--- config.mk ---
export PLATFORM = sky130hd
export DESIGN_NAME = uart_rx_port
export DESIGN_NICKNAME = d
export VERILOG_FILES = /design/src/rtl/uart_rx_port.sv
export SDC_FILE = /design/constraint.sdc
export NUM_CORES = 1
export LEC_CHECK = 0
export CELL_PAD_IN_SITES_DETAIL_PLACEMENT = 2
export CELL_PAD_IN_SITES_GLOBAL_PLACEMENT = 2
export CORE_ASPECT_RATIO = 1.25
export CORE_MARGIN = 1
export CORE_UTILIZATION = 37
export DETAILED_ROUTE_END_ITERATION = 7
export DONT_BUFFER_PORTS = 1
export HOLD_SLACK_MARGIN = 0.03
export PLACE_DENSITY = 0.76
export SLEW_MARGIN = 10
export SYNTH_ARGS = -nofsm -noshare
export SYNTH_HDL_FRONTEND = slang
export SYNTH_SLANG_ARGS = --single-unit
--- constraint.sdc ---
create_clock -name clock -period 2.85 [get_ports clock]
set_clock_uncertainty 0.2 [all_clocks]
set_input_delay 0.285 -clock clock [delete_from_list [all_inputs] [get_ports clock]]
set_output_delay 0.285 -clock clock [all_outputs]
set_load 0.005 [all_outputs]
--- src/rtl/uart_rx_port.sv ---
// rtl/uart_rx_port.sv - 8N1 UART receiver with receive FIFO and a simple register bus port
//
// Purpose: samples the asynchronous serial line, assembles 8N1 frames, queues
// received bytes in a small circular FIFO and exposes them through a
// request/ready register port with a level interrupt.
//
// Ports:
//   clock, reset          single clock, asynchronous active-high reset
//   uart_valid            bus request strobe
//   uart_instr            instruction-fetch flag (unused)
//   uart_addr[31:0]       byte address, bits [3:0] decoded (0x0 data, 0x8 control)
//   uart_wdata[31:0]      write data
//   uart_wstrb[3:0]       byte write strobes, all zero = read
//   uart_rdata[31:0]      read data, valid with uart_ready, 0 otherwise
//   uart_ready            one-cycle completion pulse
//   uart_rx               serial input, idle high
//   uart_irq              level interrupt: enabled and data pending

module uart_rx_port #(
    parameter int clks_per_bit = 8680,
    parameter int fifo_depth   = 4
) (
    input  logic        clock,
    input  logic        reset,
    input  logic        uart_valid,
    input  logic        uart_instr,
    input  logic [31:0] uart_addr,
    input  logic [31:0] uart_wdata,
    input  logic [3:0]  uart_wstrb,
    output logic [31:0] uart_rdata,
    output logic        uart_ready,
    input  logic        uart_rx,
    output logic        uart_irq
);

    localparam int CW = $clog2(clks_per_bit);
    localparam int PW = (fifo_depth > 1) ? $clog2(fifo_depth) : 1;
    localparam int NW = $clog2(fifo_depth + 1);

    localparam logic [CW-1:0] BIT_END  = CW'(clks_per_bit - 1);
    localparam logic [CW-1:0] HALF_END = CW'(clks_per_bit / 2 - 1);
    localparam logic [NW-1:0] FULL_CNT = NW'(fifo_depth);
    localparam logic [PW-1:0] PTR_LAST = PW'(fifo_depth - 1);

    typedef enum logic [2:0] {
        S_IDLE,
        S_START,
        S_DATA,
        S_STOP,
        S_BREAK
    } state_t;

    // Registered state
    logic          rx_meta_q, rx_s_q;
    state_t        state_q, state_d;
    logic [CW-1:0] cnt_q, cnt_d;
    logic [2:0]    idx_q, idx_d;
    logic [7:0]    shift_q, shift_d;
    logic [7:0]    mem_q [fifo_depth];
    logic [7:0]    mem_d [fifo_depth];
    logic [PW-1:0] wr_ptr_q, wr_ptr_d;
    logic [PW-1:0] rd_ptr_q, rd_ptr_d;
    logic [NW-1:0] count_q, count_d;
    logic          overrun_q, overrun_d;
    logic          irq_en_q, irq_en_d;
    logic          ready_q, ready_d;
    logic [31:0]   rdata_q, rdata_d;

    // Combinational helpers
    logic          push;
    logic          req, is_read, data_read;
    logic [3:0]    offset;
    logic          nonempty, full, pop, do_write;
    logic [7:0]    head;

    logic unused_inputs;
    assign unused_inputs = &{1'b0, uart_instr, uart_addr[31:4], uart_wdata[31:1]};

    function automatic logic [PW-1:0] ptr_inc(input logic [PW-1:0] p);
        return (p == PTR_LAST) ? '0 : p + PW'(1);
    endfunction

    // Receive FSM; push is a one-cycle strobe on a good stop-bit sample.
    always_comb begin
        state_d = state_q;
        cnt_d   = cnt_q;
        idx_d   = idx_q;
        shift_d = shift_q;
        push    = 1'b0;
        case (state_q)
            S_IDLE: begin
                cnt_d = '0;
                idx_d = '0;
                if (!rx_s_q) state_d = S_START;
            end
            S_START: begin
                // Re-check the line at mid start bit to reject short glitches.
                if (cnt_q == HALF_END) begin
                    cnt_d   = '0;
                    state_d = rx_s_q ? S_IDLE : S_DATA;
                end else begin
                    cnt_d = cnt_q + CW'(1);
                end
            end
            S_DATA: begin
                if (cnt_q == BIT_END) begin
                    cnt_d          = '0;
                    shift_d[idx_q] = rx_s_q;
                    if (idx_q == 3'd7) begin
                        state_d = S_STOP;
                    end else begin
                        idx_d = idx_q + 3'd1;
                    end
                end else begin
                    cnt_d = cnt_q + CW'(1);
                end
            end
            S_STOP: begin
                if (cnt_q == BIT_END) begin
                    cnt_d = '0;
                    if (rx_s_q) begin
                        push    = 1'b1;
                        state_d = S_IDLE;
                    end else begin
                        state_d = S_BREAK;
                    end
                end else begin
                    cnt_d = cnt_q + CW'(1);
                end
            end
            S_BREAK: begin
                cnt_d = '0;
                if (rx_s_q) state_d = S_IDLE;
            end
            default: begin
                state_d = S_IDLE;
                cnt_d   = '0;
            end
        endcase
    end

    // Bus decode, FIFO bookkeeping and register updates
    always_comb begin
        req       = uart_valid && !ready_q;
        is_read   = (uart_wstrb == 4'b0000);
        offset    = uart_addr[3:0];
        data_read = req && is_read && (offset == 4'h0);
        nonempty  = (count_q != '0);
        full      = (count_q == FULL_CNT);
        head      = nonempty ? mem_q[rd_ptr_q] : 8'h00;
        pop       = data_read && nonempty;
        // A pop in the same cycle makes room, so a full FIFO still accepts the byte.
        do_write  = push && (!full || pop);

        mem_d    = mem_q;
        wr_ptr_d = wr_ptr_q;
        rd_ptr_d = rd_ptr_q;
        count_d  = count_q;
        if (do_write) begin
            mem_d[wr_ptr_q] = shift_q;
            wr_ptr_d        = ptr_inc(wr_ptr_q);
        end
        if (pop) rd_ptr_d = ptr_inc(rd_ptr_q);
        if (do_write && !pop) count_d = count_q + NW'(1);
        else if (!do_write && pop) count_d = count_q - NW'(1);

        // Reading the data register clears overrun, but a new overrun wins.
        overrun_d = (overrun_q && !data_read) || (push && full && !pop);

        irq_en_d = irq_en_q;
        if (req && !is_read && (offset == 4'h8) && uart_wstrb[0]) irq_en_d = uart_wdata[0];

        ready_d = req;
        rdata_d = 32'h0;
        if (req && is_read) begin
            if (offset == 4'h0) rdata_d = {22'b0, overrun_q, nonempty, head};
            else if (offset == 4'h8) rdata_d = {31'b0, irq_en_q};
        end
    end

    always_ff @(posedge clock or posedge reset) begin
        if (reset) begin
            rx_meta_q <= 1'b1;
            rx_s_q    <= 1'b1;
            state_q   <= S_IDLE;
            cnt_q     <= '0;
            idx_q     <= '0;
            shift_q   <= '0;
            for (int i = 0; i < fifo_depth; i++) mem_q[i] <= '0;
            wr_ptr_q  <= '0;
            rd_ptr_q  <= '0;
            count_q   <= '0;
            overrun_q <= 1'b0;
            irq_en_q  <= 1'b0;
            ready_q   <= 1'b0;
            rdata_q   <= '0;
        end else begin
            rx_meta_q <= uart_rx;
            rx_s_q    <= rx_meta_q;
            state_q   <= state_d;
            cnt_q     <= cnt_d;
            idx_q     <= idx_d;
            shift_q   <= shift_d;
            mem_q     <= mem_d;
            wr_ptr_q  <= wr_ptr_d;
            rd_ptr_q  <= rd_ptr_d;
            count_q   <= count_d;
            overrun_q <= overrun_d;
            irq_en_q  <= irq_en_d;
            ready_q   <= ready_d;
            rdata_q   <= rdata_d;
        end
    end

    assign uart_rdata = rdata_q;
    assign uart_ready = ready_q;
    assign uart_irq   = irq_en_q && (count_q != '0);

endmodule

==> summary.md <==
| Metric | Value |
|---|---|
| Clock Root Buffer | clkbuf_16 |
| Flop pwr share | 0.490 |
| Commonest cells in the synthesized netlist | 80 x dfrtp_1, 46 x mux2_2, 29 x nor2_1, 23 x buf_4 |
| Initial antenna violation count | 0 |
| Met3 Usage GRT | 0.0402 |
| Most common cell in the netlist | dfrtp_1 |
| Tmin final | 2.68 ns |
| GR peak layer | met2 |
| FF-to-FF setup slack | 0.17 ns |
| Final hold violations | 0 |
| Slowest cell on the critical path | nand4_2 |
| Final #Nets | 430 |
| Top Ports | 107 |
| RR Endpoint | mem_q[12] |
| Total congestion overflow | 0 |
| Switching part of the total | 0.221 |
| Flip-flop and latch count after synthesis | 82 |
| Max clock buf depth | 2 |
| CP Class | reg2reg |
| Critical path cell sequence | ha_4 > or3b_4 > buf_4 > nor3_4 > nand4_2 > mux2_2 |
| Syn avg cell area | 12.5 sq um |
| Yosys cell types | 45 |
| Die height | 119 um |
| Vias | 2517 |
| Max-cap viol count | 0 |
| Clk_lat worst skew | 0.34 ns |
| Hold Path End | overrun_q |
| R2r startpoint | cnt_q[0] |
| Kind of start point of the critical path | register |
| DRC Markers | 0 |
| Ant. Diodes | 0 |
| Top FF cell, synth | dfrtp_1 |
| Port buffer count | 0 |
| Share of layout cells above drive strength 1 | 0.304 |
| CP Data Arrival Time | 2.70 ns |
| Area added between synthesis and finish | 14.3% |
| TritonCTS clock tree | yes |
| First-pass GRT wire length | 14800 um |
| YS warnings | 0 |
| Worst Hold Path Cells | 4 |
| Clk slew on worst S/H paths | 0.06 ns |
| Pint | 1.87 mW |
| Hold Path Origin | uart_addr[0] |
| Main area contributors after synthesis | dfrtp_1 49%, mux2_2 13%, mux4_2 4.4% |
| Die area | 11400 sq um |
| P_sw | 531 uW |
| Worst VDD drop | 0.205 mV |
| Number of DRC markers in iteration 0 | 77 |
| Worst rel slew slack | 0.584 |
| Cell Rows | 42 |
| Worst-Margin Slew | 0.624 ns |
| Clk sink count | 82 |
| Total Routing Usage GR | 0.174 |
| Gpl congestion | 0.731 |
| Pre-Repair DR Iteration Count | 4 |
| Share of flip-flops with an asynchronous set or reset | 1.00 |
| Worst setup EP type | register |
| Avg Vias per Cell | 5.20 |
| Leak pwr | 2.26 nW |
| Slowest stage delay, CP | 0.43 ns |
| Fin crit share | 0.941 |
| Pre-CTS setup slack | -0.0405 ns |
| M1 GR Usage | 0.204 |
| Post-synth EDFFs | 0 |
| Num CTS Buffers | 9 |
| Core Area | 10600 sq um |
| Setup ws final | 0.167 ns |
| Cell area after synthesis | 4060 sq um |
| Dpl cells | 457 |
| H-tree levels | 3 |
| Chip width | 95.6 um |
| Seq/Total Area, Yosys | 0.507 |
| RSZ-0062 raised after global routing | no |
| Final setup viols | 0 |
| Wirelength per Cell | 18.2 um |
| Worst-path fanout max | 8 |
| Final slew viol count | 0 |
| Power Density | 519 nW/um^2 |
| Mapped Cells | 325 |
| Routed Antenna Nets | 0 |
| DP Wirelength | 5780 um |
| Min-Delay Path Class | in2reg |
| Starting Density | 0.382 |
| Clock Power Share | 0.487 |
| Largest net degree at the start of global routing | 83 |
| Largest area contributor in the netlist | dfrtp_1 |
| Non-filler instance count after layout | 484 |
| Fmax | 373 MHz |
| Gate power share | 0.023 |
| CP Data Required Time | 2.87 ns |
| R2R cell count | 6 |
| Status | complete, no violations |
| Grt met2 use | 0.304 |
| Final wirelength | 8830 um |
| Yosys top cell area share | 0.494 |
| Vias in the first global route | 2776 |
[stage by stage]
stage | utilization | TNS [ns] | cell area, sq um | total power [mW] | hold slack [ns]
global placement | 0.395 | 0 | 4190 | 1.24 | 0.0895
CTS | 0.432 | 0 | 4590 | 2.44 | 0.0681
detailed placement | 0.395 | -0.0405 | 4190 | 1.24 | 0.0895
floorplan | - | 0 | 4130 | 1.25 | 0.0895
global route | 0.436 | 0 | 4630 | 2.50 | 0.156
finish | 0.436 | 0 | 4630 | 2.40 | 0.106
[cell usage in the layout, fill, tap and decap left out, types with 3 or more instances in the layout]
cell / instances
inv_1: 6
nand3_1: 7
a21o_1: 4
nor3b_1: 3
xor2_1: 12
ha_1: 7
xnor2_1: 3
dlygate4sd3_1: 8
and3_1: 3
dfrtp_1: 80
nand4_1: 9
a21oi_1: 4
a31oi_1: 3
nand2_1: 6
nor2b_1: 12
nand4b_1: 5
nor3_1: 3
mux2_2: 46
nor2_1: 29
nand4_2: 4
clkbuf_16: 9
and4_1: 4
conb_1: 22
clkinv_4: 4
buf_4: 17
mux4_2: 8
[critical path, delay by kind of cell (launching register included)]
kind	cells	cell delay [ns]
fa+ha+maj	1	0.16
buf+inv	1	0.18
flops	1	0.39
mux	1	0.42
simple gates	3	1.22
[registers in the layout, indices dropped and copies added, names as in the netlist]
signal      cells
mem_q          32
cnt_q          14
uart_rdata     10
shift_q         8
count_q         3
idx_q           3
state_q         3
rd_ptr_q        2
wr_ptr_q        2
irq_en_q        1
overrun_q       1
rx_meta_q       1
rx_s_q          1
uart_ready      1
[power groups by stage]
stage / logic [mW] / registers, mW / clock network, mW
after floorplan: 0.0549 / 1.20 / 0
after global placement: 0.0429 / 1.20 / 0
after detailed placement: 0.0438 / 1.20 / 0
after CTS: 0.0547 / 1.18 / 1.21
after global routing: 0.0647 / 1.18 / 1.26
final: 0.0555 / 1.18 / 1.17
[per-layer routing]
layer | part of all wire | vias up
met1 | 0.40 | 1305
met5 | 0 | -
met3 | 0.025 | 11
met4 | 0.014 | 0
met2 | 0.56 | 38
li1 | - | 1163
[area by class of cell]
cell class / instances / area (sq um)
timing repair buffer: 26 / 228
clock buffer: 9 / 225
multi-input combinational: 221 / 1850
sequential: 82 / 2050
tap: 132 / 165
fill: 1066 / 5980
inverter: 7 / 27.5
clock inverter: 7 / 78.8
[what timing repair did]
action                                  in CTS  in global routing
setup buffers                                0                  3
resized for setup                            2                  4
hold buffers                                 8                  0
pin swaps                                    1                  4
endpoints found under the hold margin       86                  0
endpoints found under the setup margin       1                  2
[cell families after synthesis]
kind of cell	count (synthesis)	synth area share
AOI/OAI and AO/OA	19	0.0358
muxes	54	0.172
other	1	0.000925
adders and majority gates	10	0.0327
buffers and inverters	43	0.0636
xor gates and xnor gates	15	0.0324
DFF	82	0.507
and+or+nand+nor	101	0.156
[worst max-delay path by stage]
stage                         from         end  slack (ns)  cells after the start
after floorplan           cnt_q[0]  count_q[2]        0.13                     11
after global placement    cnt_q[1]  count_q[2]        0.06                     10
after detailed placement  cnt_q[1]  count_q[2]       -0.04                     10
after CTS                 cnt_q[1]  count_q[2]       0.009                     10
after global routing      cnt_q[1]  count_q[2]        0.03                     10
final                     cnt_q[0]   mem_q[12]        0.17                      6
(Power assumes the default switching activity.)
